--- src/rtl/arith_pkg.sv ---
// Shared definitions for the pipelined add/subtract datapath: slice width,
// the per-stage register record and the signed-overflow helper.
package arith_pkg;

    localparam int unsigned SLICE_W = 4;
    localparam int unsigned DATA_W  = 8;

    // One pipeline stage register. The full operands travel along so each later
    // stage can pick its own slice and the last stage still has both sign bits.
    typedef struct packed {
        logic              valid;
        logic              carry;  // carry = ~borrow out of the slices done so far
        logic [DATA_W-1:0] diff;   // partial difference; low slices filled in
        logic [DATA_W-1:0] a;
        logic [DATA_W-1:0] b;
    } stage_t;

    // Signed overflow of a - b: operand signs differ and the result sign left a's.
    function automatic logic sub_ovf(input logic a_msb, input logic b_msb,
                                     input logic d_msb);
        return (a_msb != b_msb) && (d_msb != a_msb);
    endfunction

endpackage

--- src/rtl/sub_slice.sv ---
// Combinational W-bit subtract slice: {cout_o, d_o} = a_i + ~b_i + cin_i.
module sub_slice
    import arith_pkg::*;
#(
    parameter int unsigned W = SLICE_W
) (
    input  logic [W-1:0] a_i,
    input  logic [W-1:0] b_i,
    input  logic         cin_i,
    output logic [W-1:0] d_o,
    output logic         cout_o
);

    logic [W-1:0] b_n;
    logic [W:0]   sum;

    // Invert at slice width first so the zero-extension cannot pollute the carry bit
    always_comb begin
        b_n = ~b_i;
        sum = {1'b0, a_i} + {1'b0, b_n} + {{W{1'b0}}, cin_i};
        d_o    = sum[W-1:0];
        cout_o = sum[W];
    end

endmodule

--- src/rtl/pipelined_subtractor.sv ---
// Pipelined two's-complement subtractor: diff = a - b - bin, one SLICE-bit ripple
// slice per register stage, valid/ready on both sides with a global stall.
module pipelined_subtractor
    import arith_pkg::*;
#(
    parameter int unsigned WIDTH = DATA_W,
    parameter int unsigned SLICE = SLICE_W
) (
    input  logic             clk,
    input  logic             rst,
    input  logic             in_valid,
    output logic             in_ready,
    input  logic [WIDTH-1:0] a,
    input  logic [WIDTH-1:0] b,
    input  logic             bin,
    output logic             out_valid,
    input  logic             out_ready,
    output logic [WIDTH-1:0] diff,
    output logic             bout,
    output logic             ovf
);

    localparam int unsigned STAGES = WIDTH / SLICE;

    // Carry resets to 1 so the idle output shows no borrow.
    localparam stage_t StageRst = stage_t'({1'b0, 1'b1, {(3 * DATA_W){1'b0}}});

    // stage_t is sized from the package, so the operand width is pinned to it
    if (WIDTH != DATA_W || (WIDTH % SLICE) != 0) begin : g_bad_cfg
        $error("pipelined_subtractor: WIDTH must equal DATA_W and be a multiple of SLICE");
    end

    stage_t           st_q   [STAGES];
    stage_t           st_d   [STAGES];
    stage_t           src    [STAGES];
    logic [SLICE-1:0] sl_d   [STAGES];
    logic             sl_cout[STAGES];
    logic             en;

    // Whole pipe advances unless a valid result is stuck at the output
    always_comb begin
        en       = !st_q[STAGES-1].valid || out_ready;
        in_ready = en;
    end

    // Stage inputs: ports feed stage 0, each later stage reads its predecessor
    always_comb begin
        src[0]       = '0;
        src[0].valid = in_valid;
        src[0].carry = ~bin;
        src[0].a     = a;
        src[0].b     = b;
        for (int k = 1; k < STAGES; k++) begin
            src[k] = st_q[k-1];
        end
    end

    for (genvar k = 0; k < STAGES; k++) begin : g_slice
        sub_slice #(
            .W(SLICE)
        ) u_sub_slice (
            .a_i   (src[k].a[k*SLICE +: SLICE]),
            .b_i   (src[k].b[k*SLICE +: SLICE]),
            .cin_i (src[k].carry),
            .d_o   (sl_d[k]),
            .cout_o(sl_cout[k])
        );
    end

    // Next stage contents: slice k result merged in, or hold everything on stall
    always_comb begin
        for (int k = 0; k < STAGES; k++) begin
            if (en) begin
                st_d[k]                         = src[k];
                st_d[k].diff[k*SLICE +: SLICE]  = sl_d[k];
                st_d[k].carry                   = sl_cout[k];
            end else begin
                st_d[k] = st_q[k];
            end
        end
    end

    // Stage registers; async reset discards everything in flight
    always_ff @(posedge clk or posedge rst) begin
        if (rst) begin
            for (int k = 0; k < STAGES; k++) begin
                st_q[k] <= StageRst;
            end
        end else begin
            for (int k = 0; k < STAGES; k++) begin
                st_q[k] <= st_d[k];
            end
        end
    end

    // Outputs come straight from the last stage register
    always_comb begin
        out_valid = st_q[STAGES-1].valid;
        diff      = st_q[STAGES-1].diff;
        bout      = ~st_q[STAGES-1].carry;
        ovf       = sub_ovf(st_q[STAGES-1].a[WIDTH-1], st_q[STAGES-1].b[WIDTH-1],
                            st_q[STAGES-1].diff[WIDTH-1]);
    end

    // Only the operand sign bits matter once the last slice is done
    logic unused_low_ops;
    assign unused_low_ops = ^{st_q[STAGES-1].a[WIDTH-2:0], st_q[STAGES-1].b[WIDTH-2:0]};

endmodule
--- config.mk ---
export PLATFORM = sky130hd
export DESIGN_NAME = pipelined_subtractor
export DESIGN_NICKNAME = d
export VERILOG_FILES = /design/src/rtl/arith_pkg.sv /design/src/rtl/sub_slice.sv /design/src/rtl/pipelined_subtractor.sv
export SDC_FILE = /design/constraint.sdc
export NUM_CORES = 1
export LEC_CHECK = 0
export BUFFER_PORTS_ARGS = -buffer_cell sky130_fd_sc_hd__buf_2
export CORE_ASPECT_RATIO = 1.25
export CORE_MARGIN = 2
export CORE_UTILIZATION = 45
export CTS_CLUSTER_DIAMETER = 60
export DETAILED_ROUTE_END_ITERATION = 7
export GPL_TIMING_DRIVEN = 0
export PLACE_DENSITY = 0.82
export SLEW_MARGIN = 0
export SYNTH_ARGS = -nofsm -noshare
export SYNTH_HDL_FRONTEND = slang
export SYNTH_SLANG_ARGS = --single-unit
--- constraint.sdc ---
create_clock -name clk -period 2 [get_ports clk]
set_clock_uncertainty 0.2 [all_clocks]
set_input_delay 0.4 -clock clk [delete_from_list [all_inputs] [get_ports clk]]
set_output_delay 0.4 -clock clk [all_outputs]
set_load 0.02 [all_outputs]
Word-level counts from Yosys, hierarchy flattened:

Cells that the tools add are included.

* equality and inequality tests: 2
* reduce and logical (&&, ||, !) cells: 3
* $add $sub $neg: 4
* bitwise gates (word level): 4

Operator list (count)
* 4-bit by 4-bit adder with 5-bit output: 2
* 5-bit by 1-bit adder with 5-bit output: 2
* 4-bit NOT: 2
* 1-bit inequality test: 2
* 1-bit NOT: 2
* 1-bit logical AND: 1
* 1-bit logical NOT: 1
* 1-bit logical OR: 1

* word-level logic and storage cells: 23
* register bits: 48

Depth between registers and ports, before layout:

Gate-level depths: netlist of run 1.

* depth in word-level cells: 3
* mapped depth: 7
* gate-level depth less buffers: 6

By module:

From an unflattened synthesis of run 1, not the netlist that was laid out.

* cells, all modules: 108
* area total of the unflattened synthesis: 1467.7 um^2

Modules (own cells, without submodules)
* pipelined_subtractor: cells an instance 70, times used 1, area an instance 1163.6 um^2
* sub_slice at g_slice[1].u_sub_slice: cells an instance 19, times used 1, area an instance 152.6 um^2
* sub_slice at g_slice[0].u_sub_slice: cells an instance 19, times used 1, area an instance 151.4 um^2

Worst setup path before layout of run 1:

OpenSTA, ideal clock, no wires.

* path kind: flip-flop to flip-flop
* start point: reg st_q (netlist bit src[24])
* end point: reg st_q[24] (netlist name)
* slack: 30 ps
* required time: 1718 ps
* stages on the path, launching flop included: 7
* data arrival time: 1688 ps
* buffers on the path: 0
* cell sequence: dfstp_2 -> inv_1 -> fa_1 -> fa_1 -> nor2b_1 -> o21ai_0 -> a22oi_1

* word-level cells in the longest chain between the ends: 1

RTL lines
* from (decl): line pipelined_subtractor.sv:33 `stage_t st_q [STAGES];`
* from (signal, indexed assignment): line pipelined_subtractor.sv:87 `st_q[k] <= StageRst;`
* from (signal, indexed assignment): line pipelined_subtractor.sv:91 `st_q[k] <= st_d[k];`
* 5-bit by 1-bit adder with 5-bit output: line sub_slice.sv:20 `sum = {1'b0, a_i} + {1'b0, b_n} + {{W{1'b0}}, cin_i};`

No other way between the ends.
A chain may end at the register's enable or synchronous reset.

Final worst setup path of run 1:

Ends and elaborated chain as after synthesis.

==> metrics.txt, run 1 <==
NumNets Final=213; sequential share of power=0.441; RD Place Congestion=0.781; Port Buffers=32; Worst-path clk slew=150 ps; Ant. Diodes=0; utilization after layout=0.568; vias in the first global route=1,063; sequential area share after synthesis=0.479; Ys Warns=0; worst reg2reg setup slack=-5 ps; clock sink total=26; crit path cell chain=inv_2 -> fa_2 -> fa_2 -> nor2b_2 -> o21ai_2 -> a22oi_1; syn nets=173; share of cells above drive strength 1=0.370; RSZ-0062 raised after global routing=yes; Setup Viol. Count Final=2; Syn Inst Count=142; Worst setup EP type=flop; core area=2920 sq um; dpl ws=-151 ps; Register-to-Register Path Depth=6; io pins=33; first-pass GRT wire length=4230 um; Yosys cell types=26; Die Width=53.2 um; switching share of power=0.342; initial antenna violation count=0; Worst path slowest cell=dfstp_2; failing checks=setup timing; Clock Latency Late Sink=330 ps; vias per cell=4.65; TritonRoute pass-1 iters=4; Initial Utilization=0.467; reg2reg start=src[24]; delay-heaviest family, CP=adder cells; die area=3490 sq um; Final Max Tran Viols=0; clock share of power=0.164; most frequent CP cell=fa_2; Root Buffer=clkbuf_4; CP Launch Type=flop; Final ANT Viol Nets=0; vias=1,010; Wirelength per Cell=10.8 um; GR Util All Layers=0.163; leakage power=0.891 nW; crit-path max cell delay=550 ps; status=finished, violations left; Final Cycle Share=1.00; grt ovf=0; Mean Syn Cell Area=9.60 sq um; die height=65.6 um; Cell Area, Synth=1360 sq um; htree depth=1; P_sw=0.554 mW; final wirelength=2350 um; setup total negative slack=-5.53 ps; DRC Markers=0; Worst EP arrival=2070 ps; CTS tree=done; Rows=22; Buf/Inv on CP=1; Final Hold Viols=0; Max-slew headroom=0.385; VDD IR max=0.505 mV; required time of the critical path=2060 ps; fin crit period=2000 ps; max-cap viol count=0; Synth Register Bits=26; 1st-iter DRT viols=23; post-DP HPWL=1750 um; Power Density=978 nW/um^2; CP Class=reg -> reg; CTS buffer count=3; maximum clock rate=499 MHz; Max FO, Critical Path=2; pin count of the biggest net entering global routing=27; Area Overhead vs Synth=21.6%; combinational share of power=0.395; Worst Slack Setup Final=-4.78 ps; Tightest Pin Transition=922 ps; Max clock buf depth=2; reg2reg end=st_q[24]; Internal=1.07 mW; worst hold path type=in -> async
[cell usage after synthesis]
cell | number | area (sq um)
o21ai_0 | 10 | 50.1
o31ai_2 | 1 | 12.5
xor2_1 | 2 | 17.5
nor2b_1 | 2 | 12.5
buf_6 | 3 | 33.8
dfrtp_1 | 24 | 601
a211oi_1 | 1 | 7.51
inv_2 | 1 | 3.75
a21oi_2 | 3 | 26.3
nor2b_4 | 1 | 13.8
a22oi_1 | 1 | 7.51
fa_1 | 4 | 80.1
a21oi_1 | 2 | 10.0
nor3_1 | 1 | 5.00
buf_4 | 8 | 60.1
o21a_1 | 2 | 15.0
nor2_1 | 4 | 15.0
nand2_1 | 42 | 158
nand3b_1 | 1 | 7.51
nand2b_1 | 2 | 12.5
a21o_1 | 2 | 15.0
inv_1 | 13 | 48.8
xnor2_1 | 1 | 8.76
buf_2 | 3 | 15.0
ha_1 | 6 | 75.1
dfstp_2 | 2 | 52.6
[metrics by stage]
step / instance area, sq um / power (mW) / hold slack, ps / cells
after floorplan: 1360 / 1.17 / 230 / 142
after global placement: 1570 / 1.31 / 242 / 210
after detailed placement: 1570 / 1.33 / 256 / 210
after CTS: 1610 / 1.59 / 72.7 / 213
after global routing: 1660 / 1.73 / 85.3 / 217
final: 1660 / 1.62 / 43.2 / 217
[cell type report]
class | instances | area, sq um
fill | 271 | 1260
sequential | 26 | 653
multi-input combinational | 88 | 568
timing repair buffer | 36 | 196
buffer | 13 | 106
inverter | 14 | 52.6
tap | 36 | 45.0
clock buffer | 4 | 36.3
[placed cells by master (no fill, tap or decap), drive strengths merged]
cell type and instances:
a211oi 1, clkbuf 4, nor3 1, nor2b 3, a21oi 5, xnor2 1, buf 49, o21ai 10
inv 14, dfrtp 24, o21a 2, a22oi 1, ha 6, dfstp 2, fa 4, nand2b 2
xor2 2, a21o 2, o31ai 1, nand2 42, nor2 4, nand3b 1
[cell families after synthesis]
| kind of cell | count (synthesis) | share of synthesized area |
|---|---|---|
| AND/OR/NAND/NOR | 53 | 0.164 |
| buffers and inverters | 28 | 0.118 |
| flip-flops | 26 | 0.479 |
| AO/OA/AOI/OAI | 22 | 0.106 |
| adder cells (fa/ha/maj) | 10 | 0.114 |
| XOR/XNOR | 3 | 0.0193 |
[how the worst max path moves through the flow]
stage | from | endpoint | slack, ps | depth (start not counted)
after floorplan | src[24] | st_q[24] | 30 | 6
after global placement | a[0] | src[24] | -120 | 6
after detailed placement | a[0] | src[24] | -150 | 6
after CTS | out_valid | in_ready | 8 | 5
after global routing | src[24] | st_q[24] | -50 | 6
final | src[24] | st_q[24] | -5 | 6
[flip-flops by register name (all words and copies together), names as in the netlist]
signal	flops
diff	8
st_q	3
out_valid	1
src	14
[routing by layer]
layer	track usage	share of wire	vias to the layer above
li1	-	-	516
met1	0.181	0.41	462
met2	0.290	0.52	23
met3	0.0227	0.033	9
met4	0.0897	0.031	0
met5	0	0	-
[what timing repair did]
action / 4_1_cts / 5_1_grt
buffers inserted: 0 / 4
gates cloned: 0 / 0
setup endpoints to repair: 3 / 2
resized for setup: 4 / 7
pin swaps: 2 / 4
hold buffers: 0 / 0
[power groups by stage]
stage	Clock, mW	Combinational (mW)	Sequential [mW]
2_1_floorplan	0	0.455	0.714
3_3_place_gp	0	0.586	0.721
3_5_place_dp	0	0.600	0.727
4_1_cts	0.261	0.608	0.716
5_1_grt	0.284	0.716	0.733
6_report	0.266	0.640	0.715
(Power assumes the default switching activity.)
==> run 2: changes to the inputs <==
Settings changed: PLACE_DENSITY 0.82 to 0.84.
==> run 2 against run 1 <==
The flow now finishes without violations. Fmax up 3.3%. Global-route usage down 1.6 points. Clock-buffer cell count is the same. Flip-flop and latch count did not move. Register-to-register slack improved by 60 ps. Largest cell class unchanged. Highest routed layer unchanged.
==> metrics.txt, run 2 (synthesis gave the netlist of run 1 again) <==
status=finished, final reports clean; Worst EP arrival=1980 ps; Register-to-Register Path Depth=6; post-DP HPWL=1790 um; leakage power=0.877 nW; required time of the critical path=2040 ps; most frequent CP cell=fa_2; post-route cell area=1630 sq um; DRC Markers=0; reg2reg end=st_q[24]; Port Buffers=32; commonest non-fill, non-tap cell in the layout=nand2_1; Cell Area, Placed=1570 sq um; CTS buffer count=3; GR Util All Layers=0.147; maximum clock rate=515 MHz; Fill cells=302; first-pass GRT wire length=3760 um; combinational share of power=0.384; io pins=33; post-placement cell count=210; clock share of power=0.163; Initial Utilization=0.467; htree depth=1; Worst Slack Setup Final=58.5 ps; die area=3490 sq um; vias=983; switching share of power=0.335; Area Overhead vs Synth=19.2%; die height=65.6 um; Final Cycle Share=0.971; Rows=22; Worst setup EP type=flop; delay-heaviest family, CP=adder cells; Buf/Inv on CP=1; pin count of the biggest net entering global routing=27; Power Density=972 nW/um^2; VDD IR max=0.478 mV; Tightest Pin Transition=930 ps; reg2reg start=src[24]; crit-path max cell delay=550 ps; Max-slew headroom=0.379; Root Buffer=clkbuf_4; clock sink total=26; TritonRoute pass-1 iters=4; worst reg2reg setup slack=60 ps; Die Width=53.2 um; initial antenna violation count=0; Final Max Tran Viols=0; NumNets Final=210; Internal=1.05 mW; CTS tree=done; 1st-iter DRT viols=19; vias per cell=4.59; core area=2920 sq um; crit path cell chain=inv_1 -> fa_2 -> fa_2 -> nor2b_1 -> o21ai_0 -> a22oi_1; Max clock buf depth=2; Wirelength per Cell=10.5 um; Worst-path clk slew=130 ps; share of cells above drive strength 1=0.337; grt ovf=0; Final Hold Viols=0; Clock Latency Late Sink=310 ps; max-cap viol count=0; fin crit period=1940 ps; Final ANT Viol Nets=0; max FFs per register=14; final wirelength=2240 um; worst hold path type=in -> async; dpl ws=-161 ps; sequential share of power=0.453; CP Class=reg -> reg; P_sw=0.529 mW; CP Launch Type=flop; Worst path slowest cell=dfstp_2; Max FO, Critical Path=2; fin cells=214; Ant. Diodes=0; RD Place Congestion=0.795; vias in the first global route=920; Setup Viol. Count Final=0; commonest non-fill, non-tap cells in the layout=nand2_1 (42), buf_2 (34), dfrtp_1 (24), inv_1 (13), o21ai_0 (10)
-- run 2: power by group through the flow --
stage / clock, mW / sequential, mW / combinational (mW)
floorplan: 0 / 0.714 / 0.455
global placement: 0 / 0.721 / 0.587
detailed placement: 0 / 0.728 / 0.601
CTS: 0.263 / 0.716 / 0.606
global route: 0.287 / 0.733 / 0.668
finish: 0.258 / 0.716 / 0.606
-- run 2: what timing repair did --
item                                    in CTS  in global routing
buffers inserted                             1                  0
endpoints found under the setup margin       3                  3
resized for setup                            3                  4
hold buffers                                 0                  0
pin swaps                                    0                  1
hold endpoints to repair                     0                  0
-- run 2: metrics by stage --
stage | setup TNS, ps | hold slack (ps) | util | power [mW]
4_1_cts | 0 | 70.9 | 0.551 | 1.58
2_1_floorplan | 0 | 230 | - | 1.17
5_1_grt | -4.86 | 59.8 | 0.557 | 1.69
6_report | 0 | 66.7 | 0.557 | 1.58
3_3_place_gp | -223 | 242 | 0.538 | 1.31
3_5_place_dp | -307 | 246 | 0.538 | 1.33
-- run 2: cell type report --
type                       instances  area (sq um)  area share
buffer                            13           106      0.0654
clock buffer                       4          36.3      0.0223
inverter                          14          52.6      0.0323
multi-input combinational         88           554       0.341
sequential                        26           653       0.402
tap                               36          45.0      0.0277
timing repair buffer              33           178       0.109
-- run 2: how the worst max path moves through the flow --
stage               from  endpoint  slack [ps]  cells after the start
4_1_cts          src[24]  st_q[24]           3                      6
3_3_place_gp        a[0]   src[24]        -120                      6
5_1_grt        out_valid  in_ready          -5                      5
3_5_place_dp        a[0]   src[24]        -160                      6
6_report         src[24]  st_q[24]          60                      6
2_1_floorplan    src[24]  st_q[24]          30                      6
-- run 2: layer usage --
layer / up-vias / part of all wire / track usage
met1: 454 / 0.43 / 0.177
li1: 507 / - / -
met4: 0 / 0.0054 / 0.0481
met3: 2 / 0.043 / 0.0205
met5: - / 0 / 0
met2: 20 / 0.52 / 0.264
